<file path="src/rtl/spi_pkg.sv">
// Shared constants for the framed SPI slave:
// CRC-8 SAE-J1850 defaults and FSM state encoding.
package spi_pkg;

  localparam logic [7:0] CRC8_POLY = 8'h1D;
  localparam logic [7:0] CRC8_INIT = 8'hFF;

  typedef enum logic {
    IDLE,
    SHIFT
  } state_t;

endpackage

</file>
<file path="src/rtl/crc_serial.sv">
// Bit-serial CRC, MSB first, no reflection, no final XOR.
// Ports: clk, rstn, clr (reseed), en (absorb bit_in), bit_in, crc.
module crc_serial
  import spi_pkg::*;
#(
  parameter int              CRC_W    = 8,
  parameter logic [CRC_W-1:0] CRC_POLY = CRC8_POLY,
  parameter logic [CRC_W-1:0] CRC_INIT = CRC8_INIT
) (
  input  logic             clk,
  input  logic             rstn,
  input  logic             clr,
  input  logic             en,
  input  logic             bit_in,
  output logic [CRC_W-1:0] crc
);

  logic [CRC_W-1:0] base;
  logic [CRC_W-1:0] nxt;
  logic             fb;

  // clr and en may coincide: the seed absorbs the bit in that cycle
  always_comb begin
    base = clr ? CRC_INIT : crc;
    fb   = base[CRC_W-1] ^ bit_in;
    nxt  = base;
    if (en)
      nxt = (base << 1) ^ (fb ? CRC_POLY : '0);
  end

  always_ff @(posedge clk) begin
    if (!rstn)
      crc <= CRC_INIT;
    else
      crc <= nxt;
  end

endmodule

</file>
<file path="src/rtl/spi_slave_frame.sv">
// Oversampled SPI slave moving DATA_W payload + CRC_W CRC bits per frame.
// Ports: SPI pins (sck, csn, si, so), tx/rx valid-ready streams, error pulses.
module spi_slave_frame
  import spi_pkg::*;
#(
  parameter int                DATA_W   = 24,
  parameter int                CRC_W    = 8,
  parameter logic [CRC_W-1:0]  CRC_POLY = CRC8_POLY,
  parameter logic [CRC_W-1:0]  CRC_INIT = CRC8_INIT,
  parameter bit                CPOL     = 1'b0,
  parameter bit                CPHA     = 1'b0,
  parameter logic [DATA_W-1:0] TX_IDLE  = 24'hEFEFEF
) (
  input  logic              clk,
  input  logic              rstn,
  input  logic              sck,
  input  logic              csn,
  input  logic              si,
  output logic              so,
  input  logic [DATA_W-1:0] tx_data,
  input  logic              tx_valid,
  output logic              tx_ready,
  output logic [DATA_W-1:0] rx_data,
  output logic              rx_valid,
  input  logic              rx_ready,
  output logic              crc_err,
  output logic              frame_err,
  output logic              tx_underrun,
  output logic              rx_overrun
);

  localparam int TOT = DATA_W + CRC_W;
  localparam int CW  = $clog2(TOT + 2);
  localparam int TW  = $clog2(DATA_W + 2);
  localparam logic [CW-1:0] TOT_C = CW'(TOT);
  localparam logic [CW-1:0] SAT_C = CW'(TOT + 1);
  localparam logic [CW-1:0] DWC_C = CW'(DATA_W);
  localparam logic [TW-1:0] DWT_C = TW'(DATA_W);

  logic [2:0]        sck_r;
  logic [2:0]        csn_r;
  logic [2:0]        si_r;
  logic              lead_p;
  logic              trail_p;
  logic              fall_p;
  logic              rise_p;
  logic              samp;
  logic              shft;
  state_t            state_q;
  state_t            state_d;
  logic              start;
  logic              done;
  logic              hold_valid;
  logic [DATA_W-1:0] hold;
  logic [DATA_W-1:0] tx_src;
  logic [DATA_W-1:0] tx_sr;
  logic [CRC_W-1:0]  crc_sr;
  logic [CRC_W-1:0]  tx_crc;
  logic [CRC_W-1:0]  rx_crc;
  logic [TW-1:0]     tx_cnt;
  logic [CW-1:0]     bit_cnt;
  logic [TOT-1:0]    rx_sr;
  logic              tx_drive;
  logic              tx_crc_en;
  logic              tx_crc_bit;
  logic              rx_crc_en;

  assign tx_ready = !hold_valid;
  assign samp     = CPHA ? trail_p : lead_p;
  assign shft     = CPHA ? lead_p : trail_p;

  // [1] is the synchronised value, [2] its previous sample;
  // edge pulses are registered so si_r[2] lines up with them
  always_ff @(posedge clk) begin
    if (!rstn) begin
      sck_r   <= {3{CPOL}};
      csn_r   <= '0;
      si_r    <= '0;
      lead_p  <= 1'b0;
      trail_p <= 1'b0;
      fall_p  <= 1'b0;
      rise_p  <= 1'b0;
    end else begin
      sck_r   <= {sck_r[1:0], sck};
      csn_r   <= {csn_r[1:0], csn};
      si_r    <= {si_r[1:0], si};
      lead_p  <= (sck_r[1] != CPOL) && (sck_r[2] == CPOL);
      trail_p <= (sck_r[1] == CPOL) && (sck_r[2] != CPOL);
      fall_p  <= !csn_r[1] && csn_r[2];
      rise_p  <= csn_r[1] && !csn_r[2];
    end
  end

  always_ff @(posedge clk) begin
    if (!rstn)
      state_q <= IDLE;
    else
      state_q <= state_d;
  end

  always_comb begin
    state_d = state_q;
    start   = 1'b0;
    done    = 1'b0;
    unique case (state_q)
      IDLE: begin
        if (fall_p) begin
          state_d = SHIFT;
          start   = 1'b1;
        end
      end
      SHIFT: begin
        if (rise_p) begin
          state_d = IDLE;
          done    = 1'b1;
        end
      end
      default: state_d = IDLE;
    endcase
  end

  always_comb begin
    tx_src     = hold_valid ? hold : TX_IDLE;
    tx_drive   = (state_q == SHIFT) && shft;
    tx_crc_en  = (start && !CPHA) ||
                 (tx_drive && (tx_cnt < DWT_C));
    tx_crc_bit = start ? tx_src[DATA_W-1]
                       : tx_sr[DATA_W-1];
    rx_crc_en  = (state_q == SHIFT) && samp &&
                 (bit_cnt < DWC_C);
  end

  crc_serial #(
    .CRC_W   (CRC_W),
    .CRC_POLY(CRC_POLY),
    .CRC_INIT(CRC_INIT)
  ) u_tx_crc (
    .clk   (clk),
    .rstn  (rstn),
    .clr   (start),
    .en    (tx_crc_en),
    .bit_in(tx_crc_bit),
    .crc   (tx_crc)
  );

  crc_serial #(
    .CRC_W   (CRC_W),
    .CRC_POLY(CRC_POLY),
    .CRC_INIT(CRC_INIT)
  ) u_rx_crc (
    .clk   (clk),
    .rstn  (rstn),
    .clr   (start),
    .en    (rx_crc_en),
    .bit_in(si_r[2]),
    .crc   (rx_crc)
  );

  always_ff @(posedge clk) begin
    if (!rstn) begin
      so          <= 1'b0;
      tx_sr       <= '0;
      crc_sr      <= '0;
      tx_cnt      <= '0;
      bit_cnt     <= '0;
      rx_sr       <= '0;
      hold        <= '0;
      hold_valid  <= 1'b0;
      rx_data     <= '0;
      rx_valid    <= 1'b0;
      crc_err     <= 1'b0;
      frame_err   <= 1'b0;
      tx_underrun <= 1'b0;
      rx_overrun  <= 1'b0;
    end else begin
      crc_err     <= 1'b0;
      frame_err   <= 1'b0;
      tx_underrun <= 1'b0;
      rx_overrun  <= 1'b0;

      if (tx_valid && !hold_valid) begin
        hold       <= tx_data;
        hold_valid <= 1'b1;
      end else if (start) begin
        hold_valid <= 1'b0;
      end

      if (start) begin
        tx_underrun <= !hold_valid;
        crc_sr      <= '0;
        bit_cnt     <= '0;
        if (CPHA) begin
          tx_sr  <= tx_src;
          tx_cnt <= '0;
        end else begin
          so     <= tx_src[DATA_W-1];
          tx_sr  <= tx_src << 1;
          tx_cnt <= TW'(1);
        end
      end else if (tx_drive) begin
        // payload, then CRC snapshot, then zeros
        // falling out of the emptied crc_sr
        unique case (1'b1)
          (tx_cnt < DWT_C): begin
            so    <= tx_sr[DATA_W-1];
            tx_sr <= tx_sr << 1;
          end
          (tx_cnt == DWT_C): begin
            so     <= tx_crc[CRC_W-1];
            crc_sr <= tx_crc << 1;
          end
          default: begin
            so     <= crc_sr[CRC_W-1];
            crc_sr <= crc_sr << 1;
          end
        endcase
        if (tx_cnt <= DWT_C)
          tx_cnt <= tx_cnt + TW'(1);
      end

      if ((state_q == SHIFT) && samp) begin
        rx_sr <= {rx_sr[TOT-2:0], si_r[2]};
        if (bit_cnt != SAT_C)
          bit_cnt <= bit_cnt + CW'(1);
      end

      if (rx_valid && rx_ready)
        rx_valid <= 1'b0;

      if (done) begin
        if (bit_cnt != TOT_C) begin
          frame_err <= 1'b1;
        end else if (rx_sr[CRC_W-1:0] != rx_crc) begin
          crc_err <= 1'b1;
        end else if (rx_valid && !rx_ready) begin
          rx_overrun <= 1'b1;
        end else begin
          rx_data  <= rx_sr[TOT-1:CRC_W];
          rx_valid <= 1'b1;
        end
      end
    end
  end

endmodule
</file>
<file path="config.mk">
export PLATFORM = sky130hd
export DESIGN_NAME = spi_slave_frame
export DESIGN_NICKNAME = d
export VERILOG_FILES = /design/src/rtl/spi_pkg.sv /design/src/rtl/crc_serial.sv /design/src/rtl/spi_slave_frame.sv
export SDC_FILE = /design/constraint.sdc
export NUM_CORES = 1
export LEC_CHECK = 0
export CORE_UTILIZATION = 60
export CTS_BUF_LIST = sky130_fd_sc_hd__clkbuf_4
export CTS_CLUSTER_SIZE = 12
export DETAILED_ROUTE_END_ITERATION = 8
export HOLD_SLACK_MARGIN = 0.02
export PLACE_DENSITY = 0.83
export SYNTH_ARGS = -nofsm -noshare
export SYNTH_HDL_FRONTEND = slang
export SYNTH_SLANG_ARGS = --single-unit
</file>
<file path="constraint.sdc">
create_clock -name clk -period 2.6 [get_ports clk]
set_input_delay 0.65 -clock clk [delete_from_list [all_inputs] [get_ports clk]]
set_output_delay 0.65 -clock clk [all_outputs]
set_load 0.03 [all_outputs]
</file>
# --- After elaboration in Yosys (flattened, before gate mapping) ---
# Index checks and enable logic that the tools add are counted.
word_totals:
  word_cells: 114
  rom_bits: 0
  mem_bits_rw: 0
  memories: 0
  in_bits: 31
  reg_bits: 159
  latch_bits: 0
classes:
  add_sub_neg: 2
  n_eq_ne: 4
  muxes: 37
  n_lt_le_gt_ge: 3
  reduce_logical: 30
  n_bitwise: 13
  mul: 0
  n_div: 0
  shift: 0
ops:
  columns: ["op", "count"]
  rows:
  - ["24-bit two-way mux", 4]
  - ["8-bit two-way mux", 4]
  - ["1-bit two-way mux", 21]
  - ["6-bit two-way mux", 3]
  - ["8-bit case mux with 2 select lines", 1]
  - ["8-bit XOR", 2]
  - ["6-bit inequality test, second input constant", 2]
  - ["2-bit AND reduction", 6]
  - ["1-bit logical AND", 11]
  - ["5-bit two-way mux", 2]
  - ["1-bit NOT", 9]
  - ["8-bit inequality test", 1]
  - ["2-bit nonzero test", 4]
  - ["6-bit by 1-bit adder with 6-bit output, second input constant", 1]
  - ["6-bit by 5-bit < comparator with 1-bit output, second input constant", 1]
  - ["5-bit by 1-bit adder with 5-bit output, second input constant", 1]
  - ["5-bit equality test, second input constant", 1]
  - ["5-bit less-or-equal comparator, second input constant", 1]
  - ["5-bit < comparator, second input constant", 1]
  - ["1-bit zero test", 4]
  - ["1-bit case mux with 2 select lines", 2]
  - ["4-bit AND reduction", 1]
  - ["4-bit OR reduction", 1]
  - ["3-bit OR reduction", 1]
  - ["other kinds (3)", 4]

# --- Depth between registers and ports, before layout ---
# Gate-level depths: netlist of the first run.
logic_depth:
  word_depth: 7
  mapped_depth: 7
  ltp_nobuf: 6

# --- Modules after synthesis ---
# From an unflattened synthesis of the first run, not the netlist that was laid out.
hier_totals:
  cells_unflattened: 738
  area_unflattened_um2: 6309.8
by_module_without_submodules:
  columns: ["mod", "cells_per_inst", "n_inst", "seq_area_each_um2", "area_each_um2"]
  rows:
  - ["spi_slave_frame", 656, 1, 2842.7, 5526.6]
  - ["crc_serial", 41, 2, 160.2, 391.6]

# --- Least setup slack after synthesis of the first run ---
# No wires, ideal clock.
synth_path:
  kind: "register -> register"
  from: "register bit_cnt[2]"
  to: "register rx_data[10]"
  required_ns: 2.528
  arrival_ns: 1.510
  path_stages_with_launch: 7
  setup_slack_ns: 1.018
  setup_time_ns: 0.072
  path_cell_list: "dfxtp_1 nor4b_4 nand2_2 nor4b_2 buf_4 buf_12 mux2i_1"
synth_via:
  elab_chain_len: 3
synth_rtl:
  columns: ["element", "line", "text"]
  rows:
  - ["start, declared", "spi_slave_frame.sv:61", "logic [CW-1:0] bit_cnt;"]
  - ["start signal, assigned", "spi_slave_frame.sv:224", "bit_cnt <= bit_cnt + CW'(1);"]
  - ["6-bit inequality test", "spi_slave_frame.sv:231", "if (bit_cnt != TOT_C) begin"]
  - ["1-bit NOT (no source line)", null, null]
  - ["4-bit AND reduction (no source line)", null, null]
  - ["end signal, assigned", "spi_slave_frame.sv:238", "rx_data <= rx_sr[TOT-1:CRC_W];"]
  - ["end, declared", "spi_slave_frame.sv:23", "output logic [DATA_W-1:0] rx_data,"]
# Every way passes these cells.
# A chain may end at the register's enable or synchronous reset.

# --- Final worst setup path of the first run ---
layout_path:
  from: "register hold_valid"
  to: "output tx_ready"
layout_via:
  elab_chain_len: 1
layout_rtl:
  columns: ["element", "line", "text"]
  rows:
  - ["start, declared", "spi_slave_frame.sv:53", "logic hold_valid;"]
  - ["start signal, assigned", "spi_slave_frame.sv:168", "hold_valid <= 1'b0;"]
  - ["start signal, assigned", "spi_slave_frame.sv:183", "hold_valid <= 1'b1;"]
  - ["start signal, assigned", "spi_slave_frame.sv:185", "hold_valid <= 1'b0;"]
  - ["1-bit zero test", "spi_slave_frame.sv:68", "assign tx_ready = !hold_valid;"]
  - ["end, declared", "spi_slave_frame.sv:22", "output logic tx_ready,"]
# Every way passes these cells.

==> results of run 1 <==
synthesized netlist by cell type:
master / count / share of area [%]
nand2_1: 242 / 15
dfxtp_1: 158 / 51
a21oi_1: 80 / 6.4
clkbuf_1: 48 / 2.9
mux2i_1: 27 / 4.3
a31oi_1: 23 / 2.3
o31ai_1: 19 / 2.3
nor3_1: 17 / 1.4
nand3_1: 16 / 1.3
o21ai_0: 15 / 1.2
and2_1: 13 / 1.3
nor2_1: 13 / 0.78
xnor2_1: 13 / 1.8
o221ai_1: 6 / 0.84
ha_1: 5 / 1.0
inv_1: 5 / 0.30
nor2b_1: 5 / 0.50
o21a_1: 5 / 0.60
a311oi_1: 4 / 0.56
nand4_1: 3 / 0.30
o32ai_1: 3 / 0.42
a211oi_1: 2 / 0.24
a21o_1: 2 / 0.24
a41oi_1: 2 / 0.28
buf_12: 2 / 0.64
buf_2: 2 / 0.16
buf_4: 2 / 0.24
nand2b_1: 2 / 0.20
a32o_1: 1 / 0.16
and3_1: 1 / 0.10
buf_1: 1 / 0.060
inv_2: 1 / 0.060
mux2_2: 1 / 0.18
nand2_2: 1 / 0.10
nand3b_1: 1 / 0.12
nand4b_1: 1 / 0.14
nor3b_1: 1 / 0.12
nor3b_2: 1 / 0.20
nor4_1: 1 / 0.10
nor4b_2: 1 / 0.24
nor4b_4: 1 / 0.38
or3_1: 1 / 0.10
or4bb_1: 1 / 0.18
xor2_1: 1 / 0.14
per-layer routing:
layer	track usage, %	up-vias	part of all wire, %
met4	9.90	0	1.8
met3	6.14	28	4.5
met1	32.2	2570	45
met2	43.3	158	49
met5	0	-	0
li1	-	2647	-
cell families (layout without fill, tap and decap cells):
family / after synthesis / in the layout
muxes: 28 / 28
xor gates and xnor gates: 14 / 14
and+or+nand+nor: 322 / 322
buffers and inverters: 61 / 117
DFF: 158 / 158
AOI/OAI and AO/OA: 162 / 162
adders and majority gates: 5 / 5
worst max-delay path: stages, from the launching register on:
cell	delay, ns
dfxtp_1	0.34
inv_1	0.08
clkdlybuf4s50_1	0.67
final timing paths:
kind	start	end	slack, ns
worst max-delay path	hold_valid	tx_ready	0.29
worst min-delay path	csn_r[1]	fall_p	0.42
worst max register to register	state_q	bit_cnt[2]	0.62
worst min register to register	csn_r[1]	fall_p	0.42
placed cells by master, fill, tap and decap left out, types with 5 or more instances in the layout:
cell             count
a31oi_1             23
o221ai_1             6
nand2_1            242
dfxtp_1            158
nor2b_1              5
and2_1              13
inv_6                5
nor3_1              17
nand3_1             16
nor2_1              12
xnor2_1             13
ha_1                 5
clkdlybuf4s50_1     60
mux2i_1             27
o21ai_0             15
o21a_1               5
inv_1                5
o31ai_1             19
a21oi_1             80
buf_4               16
clkbuf_4            17
layout make-up:
| class | instances | area share (%) |
|---|---|---|
| Sequential cell | 158 | 43.7 |
| Multi-Input combinational cell | 531 | 39.1 |
| Timing Repair Buffer | 79 | 10.6 |
| Tap cell | 133 | 2.30 |
| Clock inverter | 15 | 2.20 |
| Clock buffer | 17 | 1.76 |
| Inverter | 6 | 0.311 |
power by group through the flow:
stage	registers [mW]	clock network, mW	logic (mW)
6_report	2.49	1.49	0.216
5_1_grt	2.49	1.61	0.238
4_1_cts	2.48	1.50	0.215
3_5_place_dp	2.54	0	0.215
3_3_place_gp	2.54	0	0.207
2_1_floorplan	2.53	0	0.125
flip-flops by register name (all words and copies together) (netlist names), 3 cells and up:
register	flops
csn_r	3
tx_sr	23
si_r	3
sck_r	3
tx_cnt	5
crc_sr	7
u_tx_crc.crc	8
rx_data	24
hold	24
rx_sr	32
u_rx_crc.crc	8
bit_cnt	6
through the flow:
| stage | instances | setup WS [ns] |
|---|---|---|
| floorplan | 750 | 1.02 |
| global placement | 907 | 0.575 |
| finish | 939 | 0.286 |
| detailed placement | 907 | 0.461 |
| global route | 939 | 0.197 |
| CTS | 939 | 0.252 |
==> results.json, run 1 <==
{
  "tns_ns": 0,
  "rsz0062_at_grt": "false",
  "clock_sinks": 158,
  "drc": 0,
  "fin_hold_ws_ns": 0.421,
  "regArea_mm2": 0.00316,
  "worst_pin_slew_ns": 0.786,
  "die_area_mm2": 0.0108,
  "cp_data_required_time_ns": 1.95,
  "clock.fmax_ghz": 0.432,
  "grt_pass1_vias": 5086,
  "period_needed_ns": 2.31,
  "switching_power_mw": 1.06,
  "ctsResizeCount": 0,
  "synthesis.nets": 786,
  "antenna_found_initial": 0,
  "cts_tree": "yes",
  "netSwitchingFraction_pct": 25.2,
  "core_mm2": 0.00995,
  "diodes": 0,
  "drt_first_pass_iters": 6,
  "avgSynthCellArea_um2": 8.33,
  "finalNetCount": 829,
  "routedWlPerCell_um": 14.1,
  "cap_violations": 0,
  "sequentialPowerShare_pct": 59.3,
  "crit_path_start_kind": "register",
  "path_class": "reg -> out",
  "finalHoldViolCount": 0,
  "slew_headroom_pct": 47.5,
  "dr.first_iter.drc_count": 257,
  "fin_skew_ns": 0.0269,
  "synth_top_family_by_area": "simple AND/OR/NAND/NOR gates",
  "routed_wl_um": 13200,
  "final_max_slew_viol_count": 0,
  "yosysWarnings": 0,
  "initial_core_util_pct": 62.8,
  "dp_hpwl_um": 8750,
  "status": "finished, final reports clean",
  "ir_worst_vdd_uv": 301,
  "finalPower_mw": 4.19,
  "fp.dieH_um": 104,
  "row_count": 36,
  "fin_crit_sh_pct": 89.0,
  "clk_root_buffer_cell": "clkbuf_4",
  "p_clk_share_pct": 35.6,
  "r2r_cells": 5,
  "arrival_ns": 1.66,
  "final_util_pct": 72.7,
  "p_int_mw": 3.14,
  "vias": 5403,
  "drive_gt1_share_pct": 7.32,
  "synth-compound-area-share_pct": 15.5,
  "hp-class": "reg -> reg",
  "multi_input_area_mm2": 0.00283,
  "power.density_mw_per_mm2": 580,
  "grt_pass1_wl_um": 23000,
  "cts_setup_buffers": 0,
  "hold_depth": 1,
  "postCtsHoldBufs": 0,
  "place_area_mm2": 0.00695,
  "place_congestion": 0.850,
  "setup_viol": 0,
  "synthAdderAreaFrac_pct": 1.00,
  "overflow": 0,
  "cp_max_fo": 2,
  "synthMuxAreaShare_pct": 4.50,
  "leakage_nw": 2.46,
  "clockBufferDepth": 2,
  "ctsHtreeMaxLevel": 4,
  "combinationalPowerShare_pct": 5.2,
  "area_growth_pct": 15.7,
  "synthCells": 750,
  "stdcell_area_mm2": 0.00723,
  "syn_area_mm2": 0.00625,
  "die_x_um": 104,
  "synth_xor_area_share_pct": 1.96,
  "gr-usage-all-layers_pct": 25.9,
  "num-fill-cells": 743,
  "cp-end-kind": "output port",
  "grt_max_degree": 48,
  "ant_nets": 0,
  "synth-seq-area-share_pct": 50.6,
  "ys_ff_latch": 158,
  "clk_pin_slew_ns": 0.15,
  "cts_buffers": 17,
  "synthSimpleGateAreaFrac_pct": 22.0,
  "clkLatencyLatePin_ns": 0.57,
  "via_per_inst": 5.75,
  "yosysUniqueCellTypes": 44,
  "ios": 62,
  "numPortBuffers": 61
}
(Power assumes the default switching activity.)
==> run 2, diff against run 1 <==
PLACE_DENSITY = 0.91   (was 0.83)
==> run 2 against run 1 <==
Effect of this change:
- via count down 0.96%
- clock skew decreased by 0.00084 ns
- cell area is 0.62% higher
- setup slack improved by 0.053 ns
- register-to-register slack better by 0.08 ns
- non-clock buffer count decreased by 2
- routed wire length up 0.60%
- count of clock-buffer cells in the layout grew 1
- die area unchanged
- critical path depth stayed put
- critical path type unchanged
- sequential power about the same
==> results.json, run 2 (same netlist as run 1, synthesis figures left out) <==
{
  "cp-end-kind": "output port",
  "clock.fmax_ghz": 0.442,
  "routedWlPerCell_um": 14.2,
  "clockBufferDepth": 2,
  "largest_register": "rx_sr",
  "postCtsHoldBufs": 0,
  "clk_root_buffer_cell": "clkbuf_4",
  "cpLargestDelayFamily": "buffers and inverters",
  "drt_first_pass_iters": 6,
  "worst_pin_slew_ns": 0.765,
  "gr-usage-all-layers_pct": 25.8,
  "cap_violations": 0,
  "ir_worst_vdd_uv": 374,
  "via_per_inst": 5.71,
  "final_util_pct": 73.1,
  "ant_nets": 0,
  "reg2reg_to": "rx_data[7]",
  "row_count": 36,
  "path_cells": "inv_1 -> clkdlybuf4s50_1",
  "final_max_slew_viol_count": 0,
  "diodes": 0,
  "drc": 0,
  "p_int_mw": 3.42,
  "place_inst": 905,
  "fp.dieH_um": 104,
  "cts_setup_buffers": 0,
  "crit_path_start_kind": "register",
  "combinationalPowerShare_pct": 4.8,
  "fin_crit_sh_pct": 87.0,
  "endpoint": "tx_ready",
  "place_area_mm2": 0.00693,
  "setup_viol": 0,
  "finalNetCount": 827,
  "r2r_cells": 5,
  "drive_gt1_share_pct": 6.72,
  "clkLatencyLatePin_ns": 0.55,
  "hp-class": "reg -> reg",
  "pre_cts_ws_ns": 0.482,
  "area_growth_pct": 16.5,
  "ios": 62,
  "finalHoldViolCount": 0,
  "grt_pass1_vias": 5218,
  "period_needed_ns": 2.26,
  "cp-startpoint": "hold_valid",
  "cts_buffers": 17,
  "switching_power_mw": 1.03,
  "numPortBuffers": 61,
  "overflow": 0,
  "fin_skew_ns": 0.0261,
  "vias": 5351,
  "tns_ns": 0,
  "path_depth": 2,
  "dr.first_iter.drc_count": 310,
  "hold_depth": 1,
  "clock_sinks": 158,
  "setup_slack_ns": 0.339,
  "layout_commonest_cell": "nand2_1",
  "largest_reg_flops": 32,
  "core_mm2": 0.00995,
  "routed_wl_um": 13300,
  "ctsResizeCount": 0,
  "clk_pin_slew_ns": 0.13,
  "leakage_nw": 2.49,
  "sequentialPowerShare_pct": 55.8,
  "ctsHtreeMaxLevel": 4,
  "crit_buf_inv": 2,
  "finalPower_mw": 4.45,
  "dp_hpwl_um": 8580,
  "fin_hold_ws_ns": 0.414,
  "netSwitchingFraction_pct": 23.1,
  "antenna_found_initial": 0,
  "cts_tree": "yes",
  "slowest_stage": "clkdlybuf4s50_1",
  "grt_max_degree": 50,
  "cp_data_required_time_ns": 1.95,
  "p_clk_share_pct": 39.4,
  "finalNonFillerCells": 937,
  "rrSetupSlack_ns": 0.70,
  "status": "finished, final reports clean",
  "rsz0062_at_grt": "false",
  "r2r-start": "u_rx_crc.crc[7]",
  "stdcell_area_mm2": 0.00728,
  "slew_headroom_pct": 48.9,
  "grt_pass1_wl_um": 23100,
  "die_area_mm2": 0.0108,
  "power.density_mw_per_mm2": 612,
  "initial_core_util_pct": 62.8,
  "slowest_delay_ns": 0.67,
  "path_class": "reg -> out",
  "top_regs": "rx_sr: 32 flops, hold: 24 flops, rx_data: 24 flops",
  "place_congestion": 0.828,
  "die_x_um": 104,
  "final_cell_mix": "nand2_1, dfxtp_1, a21oi_1",
  "cp_max_fo": 2,
  "arrival_ns": 1.61
}
run 2: changes by cell type in the layout (fill, tap and decap cells not counted), sizes merged:
| cell | delta |
|---|---|
| buf | -2 |
| bufinv | +3 |
| clkbuf | +1 |
| clkinv | +1 |
| clkinvlp | -2 |
| inv | -3 |
run 2: power groups by stage:
stage | Combinational [mW] | Clock [mW] | Sequential, mW
finish | 0.212 | 1.75 | 2.49
global route | 0.237 | 1.87 | 2.49
CTS | 0.211 | 1.76 | 2.48
floorplan | 0.125 | 0 | 2.53
detailed placement | 0.210 | 0 | 2.54
global placement | 0.203 | 0 | 2.54
run 2: worst min-delay path by stage:
stage                  endpoint  slack (ns)     start
CTS                 rx_data[16]        0.39      rstn
global placement         lead_p        0.40  sck_r[2]
detailed placement       fall_p        0.40  csn_r[1]
finish                   fall_p        0.41  csn_r[1]
global route        rx_data[23]        0.40      rstn
floorplan                fall_p        0.38  csn_r[1]
run 2: per-layer routing:
metal  global-route usage (%)  vias to the layer above  wire, um
li1                         -                     2631         -
met1                     30.2                     2520      5560
met2                     45.7                      176      6840
met3                     6.08                       24       739
met4                     9.80                        0       180
met5                        0                        -         0
run 2: area by class of cell:
class / instances / area [um2]
multi-input cells: 531 / 2830
well taps: 133 / 166
clock inverters: 14 / 214
flip-flops and latches: 158 / 3160
fillers: 697 / 2680
repair buffers: 77 / 751
clock buffers: 18 / 135
inverters: 6 / 22.5
==> run 3, diff against run 2 <==
CAP_MARGIN = 15   (was default)
==> results of run 3 <==
Final layout, timing and power as in run 2 (identical DEF).
